===== src/rtl/multitap.sv =====
`default_nettype none
// ============================================================================
// Module   : multitap
// Purpose  : Pad multiplexer answering the host TH/TR handshake with a
//            nibble-serial frame of pad types followed by button data.
//            Define MULTITAP_TIMEOUT_EN to build the idle-rewind counter.
// Revision : 1.0 - initial release
// ============================================================================
module multitap #(
    parameter int NUM_PADS       = 4,
    parameter int TIMEOUT_CYCLES = 4096
) (
    input  logic                       clk,
    input  logic                       reset_n,
    input  logic                       port_sel,
    input  logic [(NUM_PADS+1)*12-1:0] pads,
    input  logic [NUM_PADS:0]          pad_6btn,
    input  logic [NUM_PADS:0]          pad_present,
    input  logic [6:0]                 port1_in,
    input  logic [6:0]                 port1_dir,
    output logic [6:0]                 port1_out,
    input  logic [6:0]                 port2_in,
    input  logic [6:0]                 port2_dir,
    output logic [6:0]                 port2_out
);

    localparam logic [5:0] c_idx_data0 = 6'(4 + NUM_PADS);
    localparam logic [5:0] c_idx_max   = 6'd63;
    localparam logic [3:0] c_ptr_done  = 4'(NUM_PADS);
    localparam logic [6:0] c_out_rst   = 7'h73;

    if (NUM_PADS < 1 || NUM_PADS > 8 || TIMEOUT_CYCLES < 1 || TIMEOUT_CYCLES > 65535)
    begin : g_param_check
        $error("multitap: NUM_PADS must be 1..8 and TIMEOUT_CYCLES 1..65535");
    end

    logic [1:0]             hs_d,        hs_q;
    logic                   sel_d,       sel_q;
    logic [5:0]             idx_d,       idx_q;
    logic [3:0]             ptr_d,       ptr_q;
    logic [1:0]             sub_d,       sub_q;
    logic [NUM_PADS*12-1:0] snap_btn_d,  snap_btn_q;
    logic [NUM_PADS-1:0]    snap_6_d,    snap_6_q;
    logic [NUM_PADS-1:0]    snap_pres_d, snap_pres_q;
    logic [6:0]             out_d,       out_q;

    logic                   w_th_rise;
    logic                   w_hs_change;
    logic                   w_restart;
    logic                   w_rewind;
    logic [NUM_PADS*12-1:0] w_pick_btn;
    logic [NUM_PADS-1:0]    w_pick_6;
    logic [NUM_PADS-1:0]    w_pick_pres;
    logic [3:0]             w_first_pad;
    logic [3:0]             w_next_pad;
    logic                   w_last_sub;
    logic [3:0]             w_nibble;

    assign hs_d  = port_sel ? (port2_in[6:5] | port2_dir[6:5])
                            : (port1_in[6:5] | port1_dir[6:5]);
    assign sel_d = port_sel;

    assign w_th_rise   = ~hs_q[1] & hs_d[1];
    assign w_hs_change = (hs_d != hs_q);
    // Switching the tapped port restarts the frame exactly like a TH rise.
    assign w_restart   = w_th_rise | (port_sel != sel_q);

    always_comb begin
        if (port_sel) begin
            w_pick_btn  = pads[(NUM_PADS+1)*12-1:12];
            w_pick_6    = pad_6btn[NUM_PADS:1];
            w_pick_pres = pad_present[NUM_PADS:1];
        end else begin
            w_pick_btn  = pads[NUM_PADS*12-1:0];
            w_pick_6    = pad_6btn[NUM_PADS-1:0];
            w_pick_pres = pad_present[NUM_PADS-1:0];
        end
    end

`ifdef MULTITAP_TIMEOUT_EN
    localparam logic [15:0] c_timeout = 16'(TIMEOUT_CYCLES);

    logic [15:0] idle_d, idle_q;

    // The counter parks at the limit so one idle period rewinds only once.
    always_comb begin
        idle_d = idle_q;
        if (w_hs_change) begin
            idle_d = '0;
        end else if (idle_q != c_timeout) begin
            idle_d = idle_q + 16'd1;
        end
    end

    assign w_rewind = ~w_hs_change & (idle_q != c_timeout) & (idle_d == c_timeout);

    always_ff @(posedge clk or negedge reset_n) begin
        if (!reset_n) begin
            idle_q <= '0;
        end else begin
            idle_q <= idle_d;
        end
    end
`else
    assign w_rewind = 1'b0;
`endif

    // Lowest present pad overall, and lowest present pad above the pointer.
    always_comb begin
        w_first_pad = c_ptr_done;
        w_next_pad  = c_ptr_done;
        for (int k = NUM_PADS - 1; k >= 0; k--) begin
            if (snap_pres_q[k]) begin
                w_first_pad = 4'(k);
                if (4'(k) > ptr_q) begin
                    w_next_pad = 4'(k);
                end
            end
        end
    end

    always_comb begin
        w_last_sub = 1'b1;
        for (int k = 0; k < NUM_PADS; k++) begin
            if (ptr_q == 4'(k)) begin
                w_last_sub = snap_6_q[k] ? (sub_q == 2'd2) : (sub_q == 2'd1);
            end
        end
    end

    always_comb begin
        idx_d       = idx_q;
        ptr_d       = ptr_q;
        sub_d       = sub_q;
        snap_btn_d  = snap_btn_q;
        snap_6_d    = snap_6_q;
        snap_pres_d = snap_pres_q;
        if (w_restart) begin
            idx_d       = '0;
            ptr_d       = '0;
            sub_d       = '0;
            snap_btn_d  = w_pick_btn;
            snap_6_d    = w_pick_6;
            snap_pres_d = w_pick_pres;
        end else if (w_hs_change) begin
            if (idx_q != c_idx_max) begin
                idx_d = idx_q + 6'd1;
                if (idx_q == c_idx_data0 - 6'd1) begin
                    ptr_d = w_first_pad;
                    sub_d = '0;
                end else if (idx_q >= c_idx_data0 && ptr_q != c_ptr_done) begin
                    if (w_last_sub) begin
                        ptr_d = w_next_pad;
                        sub_d = '0;
                    end else begin
                        sub_d = sub_q + 2'd1;
                    end
                end
            end
        end else if (w_rewind) begin
            idx_d = '0;
            ptr_d = '0;
            sub_d = '0;
        end
    end

    always_comb begin
        w_nibble = 4'hF;
        if (idx_q == 6'd0) begin
            w_nibble = 4'h3;
        end else if (idx_q == 6'd1) begin
            w_nibble = 4'hF;
        end else if (idx_q == 6'd2 || idx_q == 6'd3) begin
            w_nibble = 4'h0;
        end else if (idx_q < c_idx_data0) begin
            for (int k = 0; k < NUM_PADS; k++) begin
                if (idx_q == 6'(4 + k)) begin
                    w_nibble = !snap_pres_q[k] ? 4'hF : (snap_6_q[k] ? 4'h1 : 4'h0);
                end
            end
        end else begin
            for (int k = 0; k < NUM_PADS; k++) begin
                if (ptr_q == 4'(k)) begin
                    case (sub_q)
                        2'd0:    w_nibble = ~snap_btn_q[k*12 +: 4];
                        2'd1:    w_nibble = ~snap_btn_q[k*12 + 4 +: 4];
                        default: w_nibble = ~snap_btn_q[k*12 + 8 +: 4];
                    endcase
                end
            end
        end
    end

    // TL mirrors TR as the acknowledge back to the host.
    assign out_d = {hs_q[1], hs_q[0], hs_q[0], w_nibble};

    always_ff @(posedge clk or negedge reset_n) begin
        if (!reset_n) begin
            hs_q        <= 2'b11;
            sel_q       <= 1'b0;
            idx_q       <= '0;
            ptr_q       <= '0;
            sub_q       <= '0;
            snap_btn_q  <= '0;
            snap_6_q    <= '0;
            snap_pres_q <= '0;
            out_q       <= c_out_rst;
        end else begin
            hs_q        <= hs_d;
            sel_q       <= sel_d;
            idx_q       <= idx_d;
            ptr_q       <= ptr_d;
            sub_q       <= sub_d;
            snap_btn_q  <= snap_btn_d;
            snap_6_q    <= snap_6_d;
            snap_pres_q <= snap_pres_d;
            out_q       <= out_d;
        end
    end

    assign port1_out = (~port1_dir & port1_in) | (port1_dir & out_q);
    assign port2_out = (~port2_dir & port2_in) | (port2_dir & out_q);

endmodule
`default_nettype wire


===== config.mk =====
export PLATFORM = sky130hd
export DESIGN_NAME = multitap
export DESIGN_NICKNAME = d
export VERILOG_FILES = /design/src/rtl/multitap.sv
export SDC_FILE = /design/constraint.sdc
export NUM_CORES = 1
export LEC_CHECK = 0
export CAP_MARGIN = 20
export CORE_UTILIZATION = 35
export CTS_CLUSTER_SIZE = 20
export DETAILED_ROUTE_END_ITERATION = 6
export PLACE_DENSITY = 0.71
export SLEW_MARGIN = 25
export SYNTH_ARGS = -nofsm -noshare
export SYNTH_HDL_FRONTEND = slang
export SYNTH_SLANG_ARGS = --single-unit

===== constraint.sdc =====
create_clock -name clk -period 1.9 [get_ports clk]
set_input_delay 0.38 -clock clk [delete_from_list [all_inputs] [get_ports clk]]
set_output_delay 0.38 -clock clk [all_outputs]
set_load 0.02 [all_outputs]

; After elaboration in Yosys (flattened, before gate mapping)
; Index checks and enable logic that the tools add are counted.
[op_classes]
n_addsub = 2
multipliers = 0
div = 0
n_lt_le_gt_ge = 6
n_eq_ne = 16
shift = 0
muxes = 63
n_bitwise = 25
n_reduce_logical = 12
[ops]
columns = operator, count
row1 = $mux W4, 32
row2 = $mux W48, 1
row3 = $not A4 Y4, 12
row4 = $pmux W4 S2, 4
row5 = $and A7 B7 Y7, 4
row6 = $eq A6 B3 Y1 const B, 4
row7 = $mux W6, 3
row8 = $mux W2, 7
row9 = $not A7 Y7, 2
row10 = $or A7 B7 Y7, 2
row11 = $eq A6 B2 Y1 const B, 2
row12 = $mux W1, 12
row13 = $mux W3, 4
row14 = $eq A4 B2 Y1 const B, 2
row15 = $gt A1 B4 Y1 const A, 2
row16 = $gt A2 B4 Y1 const A, 2
row17 = $add A6 B1 Y6 const B, 1
row18 = $eq A6 B1 Y1 const B, 1
row19 = $ge A6 B4 Y1 const B, 1
row20 = $logic_not A6 Y1, 1
row21 = $lt A6 B4 Y1 const B, 1
row22 = $ne A6 B6 Y1 const B, 1
row23 = $reduce_bool A3 Y1, 2
row24 = $eq A4 B1 Y1 const B, 1
row25 = other kinds (18), 20
[totals]
register_bits = 78
latch_bits = 0
ramBits = 0
romBits = 0
out_inout_bits = 14
mem_count = 0

; Longest topological paths before layout
[logic_depth]
ltp_word = 15
ltp_mapped = 11

; Least setup slack after synthesis
; Ideal clock, no wire load.
[synth_timing]
path_kind = in2reg
start = input port port_sel
end = register ptr_q[0]
setup_time_ps = 87
t_arrival_ps = 2697
slack_ps = -883
stages = 9
n_path_buf = 4
path_cell_list = buf_6 > buf_2 > buf_1 > a21oi_1 > ha_1 > or2_2 > clkbuf_1 > or4_1 > o211ai_1
[synth_via]
elab_chain_len = 5
elab_cells_between_ends = 11
classes_between = eq/ne (2) / mux (2) / bitwise (2) / reduce/logical (5)
[synth_rtl]
columns = item, line_no
row1 = "start, declared", 15  ; input logic port_sel,
row2 = $mux W2 *, 59  ; assign hs_d = port_sel ? (port2_in[6:5] | port2_dir[6:5])
row3 = net hs_d[1], 37  ; logic [1:0] hs_d, hs_q;
row4 = $and A1 B1 Y1, 63  ; assign w_th_rise = ~hs_q[1] & hs_d[1];
row5 = $or A1 B1 Y1, 66  ; assign w_restart = w_th_rise | (port_sel != sel_q);
row6 = $reduce_bool A3 Y1 (no line) / $reduce_bool A2 Y1 (equally long branches), -
row7 = $reduce_and A4 Y1 (no line), -
row8 = "end signal, assigned", 212  ; ptr_q <= ptr_d;
row9 = "end, declared", 40  ; logic [3:0] ptr_d, ptr_q;
; The timed path passes the listed nets; every way through them passes the cells marked *.
; A chain may end at the register's enable or synchronous reset.

; Worst setup path in the final report
[layout_timing]
start = register sub_q[1]
end = register ptr_q[0]
[layout_via]
elab_chain_len = 8
elab_cells_between_ends = 12
classes_between = eq/ne (2) / mux (8) / reduce/logical (2)
[layout_rtl]
columns = item, line_no
row1 = "start, declared", 41  ; logic [1:0] sub_d, sub_q;
row2 = "start signal, assigned", 213  ; sub_q <= sub_d;
row3 = $eq A2 B1 Y1 / $eq A2 B2 Y1 (equally long branches), 126  ; w_last_sub = snap_6_q[k] ? (sub_q == 2'd2) : (sub_q == 2'd1);
row4 = $mux W1, 126
row5 = $mux W1 (3 in series), 125  ; if (ptr_q == 4'(k)) begin
row6 = $mux W1 *, 125
row7 = $reduce_bool A3 Y1 (no line) *, -
row8 = $reduce_and A4 Y1 (no line) *, -
; Every way passes the cells marked *; elsewhere a longest branch is shown, timed or not.

==> out/metrics.cfg <==
[floorplan]
io_pins=115
die_h_um=115
start_util=0.366
fp-row-count=40
die_w_um=115
dieArea_mm2=0.0133
core_area_mm2=0.0123

[logic_synthesis]
synth_area_per_cell_um2=9.28
syn_area_mm2=0.00448
synth_edf_count=0
synth_top_area_frac=0.391
async_flop_share=1.00
yosys_warnings=0
synthCells=483
synth_area_leaders=dfrtp_1, mux2i_1, o21ai_1, nand2_1, dfstp_2
synthFlopType=dfrtp_1
yosys.area.top_type=dfrtp_1
synth-seq-cells=76
synthDistinctLibCells=56
synth.top_cells.by_count=nand2_1, dfrtp_1, mux2i_1
synth.most_common_cell=nand2_1
syn_nets=593
yosysSeqAreaShare=0.426

[timing]
hold_violations=0
final.setup.tns_ns=-0.204
post-route-min-period_ns=2.00
max_clock_freq_mhz=500
finalSetupViolations=4
holdWs_ns=0.374
rsz0062_at_grt=yes
max_slew.worst_pin.slew_ns=0.398
finalClockSkew_ns=0.0114
relSlewSlack=0.734
drv_slew=0
fin_crit_sh=1.05
setup_ws_ns=-0.102

[routing]
wl_um=13400
route.detailed.drc=0
dr.first_iter.drc_count=211
viasPerCell=5.21
wl_per_cell_um=16.4
drtPass1Iterations=4
ant_nets=0
num_vias=4258

[cts]
clkTransAtPathRegs_ns=0.07
cts_tree=yes
cts.sinks=76
cts_made_buffers=9
cts_buffer_depth=2
clk_latency_ns=0.34
htreeDepth=3
cts_root_buf=clkbuf_16

[cells_and_area]
final_layout_size_suffix_gt1_frac=0.245
final_util=0.555
syn2layout_area_growth_pct=51.9
diodes=0
num-fill-cells=1061
nets=755

[power]
ir_drop_mv=0.575
p_per_area_mw_per_mm2=990
p_leak_nw=2.94

[setup_path]
critical_path_arrival_ns=2.23
worst-setup-path-type=reg2reg
worstPathRequired_ns=2.13
critPathCaptureType=flip-flop
cp_slowest_cell=or4_4
path_cells=buf_4 > buf_4 > ha_4 > nand2_2 > mux2_4 > and4_1 > or4_4 > o211ai_1
path_max_fanout=2
path_common_cell=buf_4
critPathMaxStageDelay_ns=0.42
critPathLaunchType=flip-flop

[run_status]
violations=setup timing
outcome=finished with violations

[grt]
grt_antenna_before_repair=0
grt_pass1_wl_um=21000
grt_pass1_vias=4272
grt.busiest_layer=met2
grt.overflow.total=0
grtUsageMet2=0.346
grt_usage=0.206
grtUsageMet1=0.275
grt_max_degree=58
grt_use_met3=0.0258

[placement]
place_hpwl_um=10100
place_ws_ns=-0.648
io_buffers=114
gp_congestion=0.900

[min_path]
hold_path_class=reg2reg

[job]
maxCapViolCount=0

power by group:
part           internal [mW]  switching (mW)
Clock                   1.02           0.686
Combinational           1.53            1.41
Sequential              1.88           0.213
Total                   4.43            2.31
per-layer routing:
layer  vias up  wire length [um]  share of wire
met4         0               254          0.019
met5         -                 0              0
met3        24               860          0.064
met1      2042              5680           0.42
li1       2054                 -              -
met2       138              6600           0.49
kinds of logic after synthesis:
logic type | share of synthesized area
xor+xnor | 0.00391
compound gates | 0.166
mux | 0.188
simple gates | 0.147
buf+inv | 0.0447
fa+ha+maj | 0.0251
flops | 0.426
stage by stage:
step,cells,power [mW],area [um^2]
3_3_place_gp,793,4.41,6220
5_1_grt,818,7.08,6810
6_report,818,6.74,6810
2_1_floorplan,483,3.31,4560
3_5_place_dp,793,4.50,6220
4_1_cts,815,6.39,6650
what timing repair did:
action | 4_1_cts | 5_1_grt
endpoints found under the hold margin | 18 | 0
hold buffers | 1 | 0
pin swaps | 16 | 14
setup buffers | 6 | 3
setup endpoints to repair | 27 | 15
gates resized for setup | 53 | 32
worst paths after layout:
| path | to | from | slack [ns] | cells after the start |
|---|---|---|---|---|
| worst max-delay path | ptr_q[0]$_DFFE_PN0P_ | sub_q[1]$_DFFE_PN0P_ | -0.10 | 8 |
| worst min-delay path | out_q[5]$_DFF_PN1_ | hs_q[0]$_DFF_PN1_ | 0.37 | 0 |
| worst max register to register | ptr_q[0]$_DFFE_PN0P_ | sub_q[1]$_DFFE_PN0P_ | -0.10 | 8 |
| worst min register to register | out_q[5]$_DFF_PN1_ | hs_q[0]$_DFF_PN1_ | 0.37 | 0 |
| max in group asynchronous | out_q[6]$_DFF_PN1_ | reset_n | 0.85 | 3 |
| min in group asynchronous | snap_btn_q[41]$_DFFE_PN0N_ | reset_n | 0.47 | 2 |
registers in the layout, summed over array words and instances, names as in the netlist:
| register | flops |
|---|---|
| hs_q | 2 |
| idx_q | 6 |
| out_q | 6 |
| ptr_q | 3 |
| sel_q | 1 |
| snap_6_q | 4 |
| snap_btn_q | 48 |
| snap_pres_q | 4 |
| sub_q | 2 |
worst max-delay path, delay by kind of cell (launching register included):
| kind | cells | cell delay (ns) |
|---|---|---|
| muxes | 1 | 0.28 |
| and+or+nand+nor | 3 | 0.63 |
| AOI/OAI and AO/OA | 1 | 0.23 |
| adders and majority gates | 1 | 0.13 |
| buffers and inverters | 2 | 0.24 |
| DFF | 1 | 0.38 |
cells in the final DEF (no fill, tap or decap), drive strengths merged, types with 2 or more instances in the layout:
cell type	count
clkbuf	10
nand2b	6
clkinv	4
nor2	25
a21oi	17
nor3	9
nand2	72
mux2i	65
nor4	2
o31ai	2
dfstp	6
nand3	4
inv	17
a31oi	6
mux2	15
or2	2
dlygate4sd2	18
o22ai	2
buf	69
nor3b	2
a2111oi	2
dfrtp	70
a311oi	2
o21ai	70
or3	10
clkdlybuf4s15	4
or4	2
o211ai	7
o221ai	4
nor2b	2
nand3b	2
a2bb2oi	3
clkdlybuf4s50	90
ha	9
final cells by class:
cell class              instances  area, um^2  share of cell area
inverters                      17        73.8              0.0108
clock buffers                  10         229              0.0336
repair buffers                182        1690               0.249
multi-input cells             359        2630               0.386
flip-flops and latches         76        1910               0.281
clock inverters                 6        65.1             0.00956
well taps                     168         210              0.0309
Power figures use the tool's default switching activity.
